<file path="src/rtl/keypad_pkg.sv">
// Shared types, key map and key encoder for the 4x4 keypad scanner.
package keypad_pkg;

   typedef enum logic [1:0] {
      SCAN   = 2'd0,
      SETTLE = 2'd1,
      LOCK   = 2'd2
   } statetype;

   // Indexed [row][column], rows top to bottom.
   localparam logic [3:0] KEY_MAP [4][4] = '{
      '{4'h1, 4'h2, 4'h3, 4'hA},
      '{4'h4, 4'h5, 4'h6, 4'hB},
      '{4'h7, 4'h8, 4'h9, 4'hC},
      '{4'hE, 4'h0, 4'hF, 4'hD}
   };

   // Lowest active row index wins when several rows are down.
   function automatic logic [3:0] encode_key(input logic [3:0] row_onehot,
                                             input logic [1:0] col_idx);
      logic [3:0] v_hex;
      v_hex = 4'h0;
      for (int r = 3; r >= 0; r--) begin
         if (row_onehot[r]) v_hex = KEY_MAP[r][col_idx];
      end
      return v_hex;
   endfunction

endpackage

</file>
<file path="src/rtl/keypad_scanner_row_sync.sv">
// Two-flop synchronizer for the asynchronous, active-low keypad rows.
module row_sync (
   input  logic       clk,
   input  logic       reset,
   input  logic [3:0] i_row_raw,
   output logic [3:0] o_row_sync
);

   logic [3:0] r_stage1;
   logic [3:0] r_stage2;

   always_ff @(posedge clk or posedge reset) begin
      if (reset) begin
         r_stage1 <= 4'b1111;
         r_stage2 <= 4'b1111;
      end else begin
         r_stage1 <= i_row_raw;
         r_stage2 <= r_stage1;
      end
   end

   assign o_row_sync = r_stage2;

endmodule

</file>
<file path="src/rtl/keypad_scanner.sv">
// 4x4 keypad scanner: rotates active-low columns, locks on a press, encodes the key,
// and resumes scanning only after SCAN_DIV consecutive idle cycles.
module keypad_scanner
   import keypad_pkg::*;
#(
   parameter int unsigned SCAN_DIV   = 1200,
   parameter int unsigned SETTLE_CYC = 3
) (
   input  logic       clk,
   input  logic       reset,
   input  logic [3:0] row_raw,
   output logic [3:0] col,
   output logic [3:0] q_row_keys,
   output logic [1:0] col_idx,
   output logic [3:0] key_hex,
   output logic       key_valid
);

   localparam int unsigned CNT_W = $clog2(SCAN_DIV) + 1;
   localparam logic [CNT_W-1:0] SCAN_LAST   = CNT_W'(SCAN_DIV - 1);
   localparam logic [CNT_W-1:0] SETTLE_LAST = CNT_W'(SETTLE_CYC - 1);

   statetype         r_state, w_state_next;
   logic [CNT_W-1:0] r_cnt, w_cnt_next;
   logic [1:0]       r_col_idx, w_col_idx_next;
   logic [3:0]       r_key_hex, w_key_hex_next;
   logic             r_key_valid, w_key_valid_next;
   logic [3:0]       r_q_row_keys, w_q_row_keys_next;
   logic [3:0]       w_row_sync;
   logic [3:0]       w_row_act;

   row_sync u_row_sync (
      .clk        (clk),
      .reset      (reset),
      .i_row_raw  (row_raw),
      .o_row_sync (w_row_sync)
   );

   assign w_row_act = ~w_row_sync;

   always_ff @(posedge clk or posedge reset) begin
      if (reset) begin
         r_state      <= SETTLE;
         r_cnt        <= '0;
         r_col_idx    <= 2'd0;
         r_key_hex    <= 4'h0;
         r_key_valid  <= 1'b0;
         r_q_row_keys <= 4'b0000;
      end else begin
         r_state      <= w_state_next;
         r_cnt        <= w_cnt_next;
         r_col_idx    <= w_col_idx_next;
         r_key_hex    <= w_key_hex_next;
         r_key_valid  <= w_key_valid_next;
         r_q_row_keys <= w_q_row_keys_next;
      end
   end

   always_comb begin
      w_state_next      = r_state;
      w_cnt_next        = r_cnt;
      w_col_idx_next    = r_col_idx;
      w_key_hex_next    = r_key_hex;
      w_key_valid_next  = 1'b0;
      // Sync data seen during SETTLE still belongs to the previous column.
      w_q_row_keys_next = (r_state == SETTLE) ? 4'b0000 : w_row_act;

      unique case (r_state)
         SETTLE: begin
            if (r_cnt == SETTLE_LAST) begin
               w_state_next = SCAN;
               w_cnt_next   = '0;
            end else begin
               w_cnt_next = r_cnt + 1'b1;
            end
         end
         SCAN: begin
            // A press wins over a rotation due in the same cycle.
            if (|w_row_act) begin
               w_state_next     = LOCK;
               w_cnt_next       = '0;
               w_key_hex_next   = encode_key(w_row_act, r_col_idx);
               w_key_valid_next = 1'b1;
            end else if (r_cnt == SCAN_LAST) begin
               w_state_next   = SETTLE;
               w_cnt_next     = '0;
               w_col_idx_next = r_col_idx + 2'd1;
            end else begin
               w_cnt_next = r_cnt + 1'b1;
            end
         end
         LOCK: begin
            if (|w_row_act) begin
               w_cnt_next = '0;
            end else if (r_cnt == SCAN_LAST) begin
               w_state_next = SETTLE;
               w_cnt_next   = '0;
            end else begin
               w_cnt_next = r_cnt + 1'b1;
            end
         end
         default: begin
            w_state_next = SETTLE;
            w_cnt_next   = '0;
         end
      endcase
   end

   assign col        = ~(4'b0001 << r_col_idx);
   assign col_idx    = r_col_idx;
   assign key_hex    = r_key_hex;
   assign key_valid  = r_key_valid;
   assign q_row_keys = r_q_row_keys;

endmodule

</file>
<file path="config.mk">
export PLATFORM = sky130hd
export DESIGN_NAME = keypad_scanner
export DESIGN_NICKNAME = d
export VERILOG_FILES = /design/src/rtl/keypad_pkg.sv /design/src/rtl/keypad_scanner_row_sync.sv /design/src/rtl/keypad_scanner.sv
export SDC_FILE = /design/constraint.sdc
export NUM_CORES = 1
export LEC_CHECK = 0
export BUFFER_PORTS_ARGS = -buffer_cell sky130_fd_sc_hd__clkbuf_2
export CAP_MARGIN = 20
export CORE_AREA = 2 2 60 84
export CTS_CLUSTER_DIAMETER = 100
export DETAILED_ROUTE_END_ITERATION = 6
export DIE_AREA = 0 0 62 86
export PLACE_DENSITY_LB_ADDON = 0.05
export SYNTH_ARGS = -nofsm -noshare
export SYNTH_HDL_FRONTEND = slang
export SYNTH_SLANG_ARGS = --single-unit
export TNS_END_PERCENT = 5
</file>
<file path="constraint.sdc">
create_clock -name clk -period 3.19 [get_ports clk]
set_input_delay 0.1595 -clock clk [delete_from_list [all_inputs] [get_ports clk]]
set_output_delay 0.1595 -clock clk [all_outputs]
set_load 0.02 [all_outputs]
</file>
# After elaboration in Yosys (flattened, before gate mapping)
# Cells that the tools add are included.
# word_totals
in_bits	6
output_inout_bits	15
elab_cells	56
register_bits	33
# classes
n_lt_le_gt_ge	1
reduce_logical	6
shift	1
n_bitwise	4
muxes	28
n_addsub	2
n_eq_ne	6
# ops
cell	n
2-to-1 mux 4 bit	13
2-to-1 mux 12 bit	3
binary-select mux 4 bit (select 2 bit)	4
case mux 12 bit (2 select lines)	1
adder 12 x 1 -> 12 bit, second input constant	1
equality test 12 x 11 -> 1 bit, second input constant	1
equality test 12 x 2 -> 1 bit, second input constant	1
2-to-1 mux 2 bit	4
inverter 4 bit	2
case mux 2 bit (3 select lines)	1
AND reduction 2 bit	2
OR reduction 4 bit	1
left shift 1 x 2 -> 4 bit, first input constant	1
>= comparator 3 bit, second input constant	1
inverter 2 -> 3 bit	1
AND reduction 3 bit	1
adder 2 x 1 -> 2 bit, second input constant	1
equality test 2 x 1 -> 1 bit, second input constant	1
equality test 2 bit, second input constant	1
logical NOT 2 bit	1
2-to-1 mux 1 bit	2
inequality test 2 x 1 -> 1 bit, second input constant	1
inequality test 2 bit, second input constant	1
OR reduction 2 bit	1
inverter 1 bit	1

# Longest topological paths before layout
# depth
depth_word	8
ltp_mapped	7
depth_no_buf	6

# By module
# A second synthesis with hierarchy kept.
# hier_totals
hier_cells	138
hier_area_um2	1500.2
# modules_own_cells
module	cells_per_inst	area_each_um2	instances
keypad_scanner	129	1286.2	1
row_sync	9	214.0	1

# Worst setup path after synthesis
# Ideal clock, no wire load.
# synth_timing
path_type	register to register
from	register r_cnt[0]
to	register r_col_idx[1] (netlist: col_idx[1])
arrival_ps	1484
path_stages_with_launch	6
setup_time_ps	128
required_ps	3062
period_less_slack_ps	1612
path_slack_ps	1578
path_cell_list	dfrtp_1 -> ha_1 -> nand3_1 -> nand4bb_4 -> nor4_4 -> mux2_1
# synth_via
elab_chain_cells	2
# synth_rtl
item	line_no	text
from (decl)	keypad_scanner.sv:24	logic [CNT_W-1:0] r_cnt, w_cnt_next;
from (signal assigned)	keypad_scanner.sv:51	r_cnt <= w_cnt_next;
equality test 12 x 11 -> 1 bit	keypad_scanner.sv:84	end else if (r_cnt == SCAN_LAST) begin
AND reduction 3 bit (no line)	n/a	
to (signal assigned)	keypad_scanner.sv:52	r_col_idx <= w_col_idx_next;
to (decl)	keypad_scanner.sv:25	logic [1:0] r_col_idx, w_col_idx_next;
# Every way passes these cells.
# A chain may end at the register's enable or synchronous reset.

# Worst setup path after layout
# layout_timing
from	register r_cnt[1]
to	register r_cnt[11]
# layout_via
elab_chain_cells	4
# layout_rtl
item	line_no	text
adder 12 x 1 -> 12 bit or equality test 12 x 11 -> 1 bit (tied branches)	n/a	
2-to-1 mux 12 bit	keypad_scanner.sv:84, keypad_scanner.sv:95	
2-to-1 mux 12 bit	keypad_scanner.sv:93	if (|w_row_act) begin
case mux 12 bit (2 select lines) *	keypad_scanner.sv:68	unique case (r_state)
net w_cnt_next[11]	keypad_scanner.sv:24	
# The timed path passes the listed nets; every way through them passes the cells marked *.

==> metrics.cfg <==
[synth]
syn_area_um2=1540
yosys_warnings=0
synth.top_cell.area_share_pct=39.1
synth_top_cells_by_area=dfrtp_1 39%, dfstp_2 15%, ha_1 6.5%
synth-seq-cells=33
synth_nets=152
seq_area_frac_synth_pct=54.4
ys_top_cells_by_count=24 x dfrtp_1, 24 x nor2_1, 10 x inv_1
synth_top_cell_by_area=dfrtp_1
async_flop_share_pct=100
synth_cell_types=35
syn_inst=138
synth_edf_count=0
syn_avg_cell_area_um2=11.1
synth_top_flop_cell=dfrtp_1

[sta]
slew_violations=0
hold_viol=0
rsz0062_at_grt=false
setup_violations=0
final.setup.tns_ps=0
min_period_ps=1890
relSlewSlack_pct=52.8
fin_crit_sh_pct=59.2
skew_ps=6.82
max_freq_ghz=0.529
worst_pin_slew_ps=707

[die]
coreArea_um2=4540
placementRows=29
die_area_um2=5330
die_x_um=62
die_h_um=86
io_pins=21
start_util_pct=33.9

[cts]
clockRootBuffer=clkbuf_8
cts_tree=done
hold_buffers=5
insertion_delay_ps=290
cts-resized-gates=0
cts.sink_count=33
numCtsBuffers=5
clk_path_buf_depth=2
cts_setup_buffers=0
clk_pin_slew_ps=80
h-tree-depth=2

[global_route]
antenna_found_initial=0
grt_max_degree=20
grt_pass1_wl_um=4900
grt_pass1_vias=1016
grt_usage_pct=12.5
grt_overflow=0

[flow_run]
drv_cap=0

[critical_path]
crit_path_end_kind=register
worst_setup_path_start_kind=register
setup.worst_path.class=register to register
required_ps=3340
crit_fanout=12
worst_ep_arrival_time_ps=2040

[place]
gp_congestion=0.776
io_buffer_count=20
hpwl_um=2090

[power_and_ir_drop]
irDropWorstVdd_mv=0.203
p_leak_nw=0.813
p_per_area_nw_per_um2=466

[drt]
drc_errors=0
drt-total-wl_um=2900
ant_nets=0
wire_per_inst_um=12.6
num_vias=1043
first_pass_iters=4
viasPerCell=4.53
drt-initial-drc-count=54

[cells_and_area]
final_nets=181
syn2layout_area_growth_pct=21.4
fin_util_pct=41.2
antenna_cells=0
layout-drive-gt1-share_pct=25.6
fillers=444

[run_status]
outcome=complete, no violations

[min_path]
hold_path_class=register to register

-- cell usage in the layout, fill, tap and decap left out, drive strengths merged --
master / synthesis / final
o31ai: 2 / 2
mux2: 1 / 1
a211oi: 1 / 1
ha: 8 / 8
nor4: 2 / 2
nor2b: 1 / 1
xnor2: 5 / 5
o221ai: 1 / 1
clkinvlp: 0 / 1
dlygate4sd3: 0 / 5
nor3: 2 / 2
inv: 10 / 10
nor3b: 2 / 2
a21oi: 4 / 4
nor2: 24 / 24
clkinv: 0 / 1
nand4b: 1 / 1
dfrtp: 24 / 24
buf: 3 / 1
nand4: 4 / 4
a31oi: 1 / 1
a22oi: 1 / 1
clkbuf: 1 / 25
nor4b: 1 / 1
a21o: 1 / 1
nand3: 3 / 3
and3: 1 / 1
xor2: 6 / 6
bufinv: 0 / 1
nand2: 7 / 7
o31a: 1 / 1
o21ai: 6 / 6
dfstp: 9 / 9
and2: 1 / 1
or3: 1 / 1
and4: 2 / 2
nand4bb: 1 / 1
-- registers in the layout, summed over array words and instances, names as in the netlist --
register               count
key_hex                    4
u_row_sync.o_row_sync      4
col_idx                    2
r_cnt                     12
u_row_sync.r_stage1        4
key_valid                  1
q_row_keys                 4
r_state                    2
-- worst max-delay path, cell delays in order, from the launching register on --
cell and delay (ps):
dfrtp_1 400, ha_1 200, nand3_1 210, nand4bb_4 310, a22oi_2 520, nor2_1 110
-- report_power, final --
part | internal [mW] | switching (mW)
Clock | 0.234 | 0.165
Sequential | 0.431 | 0.00766
Combinational | 0.0128 | 0.0197
Total | 0.677 | 0.193
-- stage by stage --
stage,instances,power [mW],hold slack [ps],setup WS [ps],instance area (um^2)
floorplan,138,0.463,164,1580,1540
global placement,217,0.475,246,1280,1700
detailed placement,217,0.475,248,1250,1700
CTS,230,0.886,356,1240,1870
global route,230,0.910,350,1100,1870
finish,230,0.870,353,1300,1870
-- cell type report --
cell class	instances	area, um^2	share of cell area (%)
clock buffers	5	68.8	3.69
clock inverters	3	46.3	2.48
inverters	10	37.5	2.01
multi-input cells	91	642	34.4
flip-flops and latches	33	837	44.8
well taps	62	77.6	4.16
repair buffers	26	158	8.45
-- logic make-up after synthesis --
logic type	count (synthesis)	synth area share (%)
adder cells (fa/ha/maj)	8	6.51
multiplexers	1	0.732
buffers and inverters	14	3.82
AO/OA/AOI/OAI	18	7.57
flip-flops	33	54.4
XOR/XNOR	11	6.27
AND/OR/NAND/NOR	53	20.7
-- routing by layer --
metal,share of wire (%),GRT usage [%],routed length [um]
met1,40,13.9,1170
met2,53,21.3,1550
met3,3.8,3.32,109
met4,2.4,5.80,69
met5,0,0,0
-- final timing paths --
path / from / endpoint / slack (ps) / cells after the start
max reg2reg: r_cnt[1]$_DFF_PP0_ / r_cnt[11]$_DFF_PP0_ / 1300 / 5
max: r_cnt[1]$_DFF_PP0_ / r_cnt[11]$_DFF_PP0_ / 1300 / 5
min reg2reg: u_row_sync.r_stage1[3]$_DFF_PP1_ / u_row_sync.o_row_sync[3]$_DFF_PP1_ / 350 / 0
min: u_row_sync.r_stage1[3]$_DFF_PP1_ / u_row_sync.o_row_sync[3]$_DFF_PP1_ / 350 / 0
min in group asynchronous: reset / key_hex[2]$_DFFE_PP0P_ / 530 / 3
max in group asynchronous: reset / u_row_sync.o_row_sync[0]$_DFF_PP1_ / 1900 / 4
(Power assumes the default switching activity.)
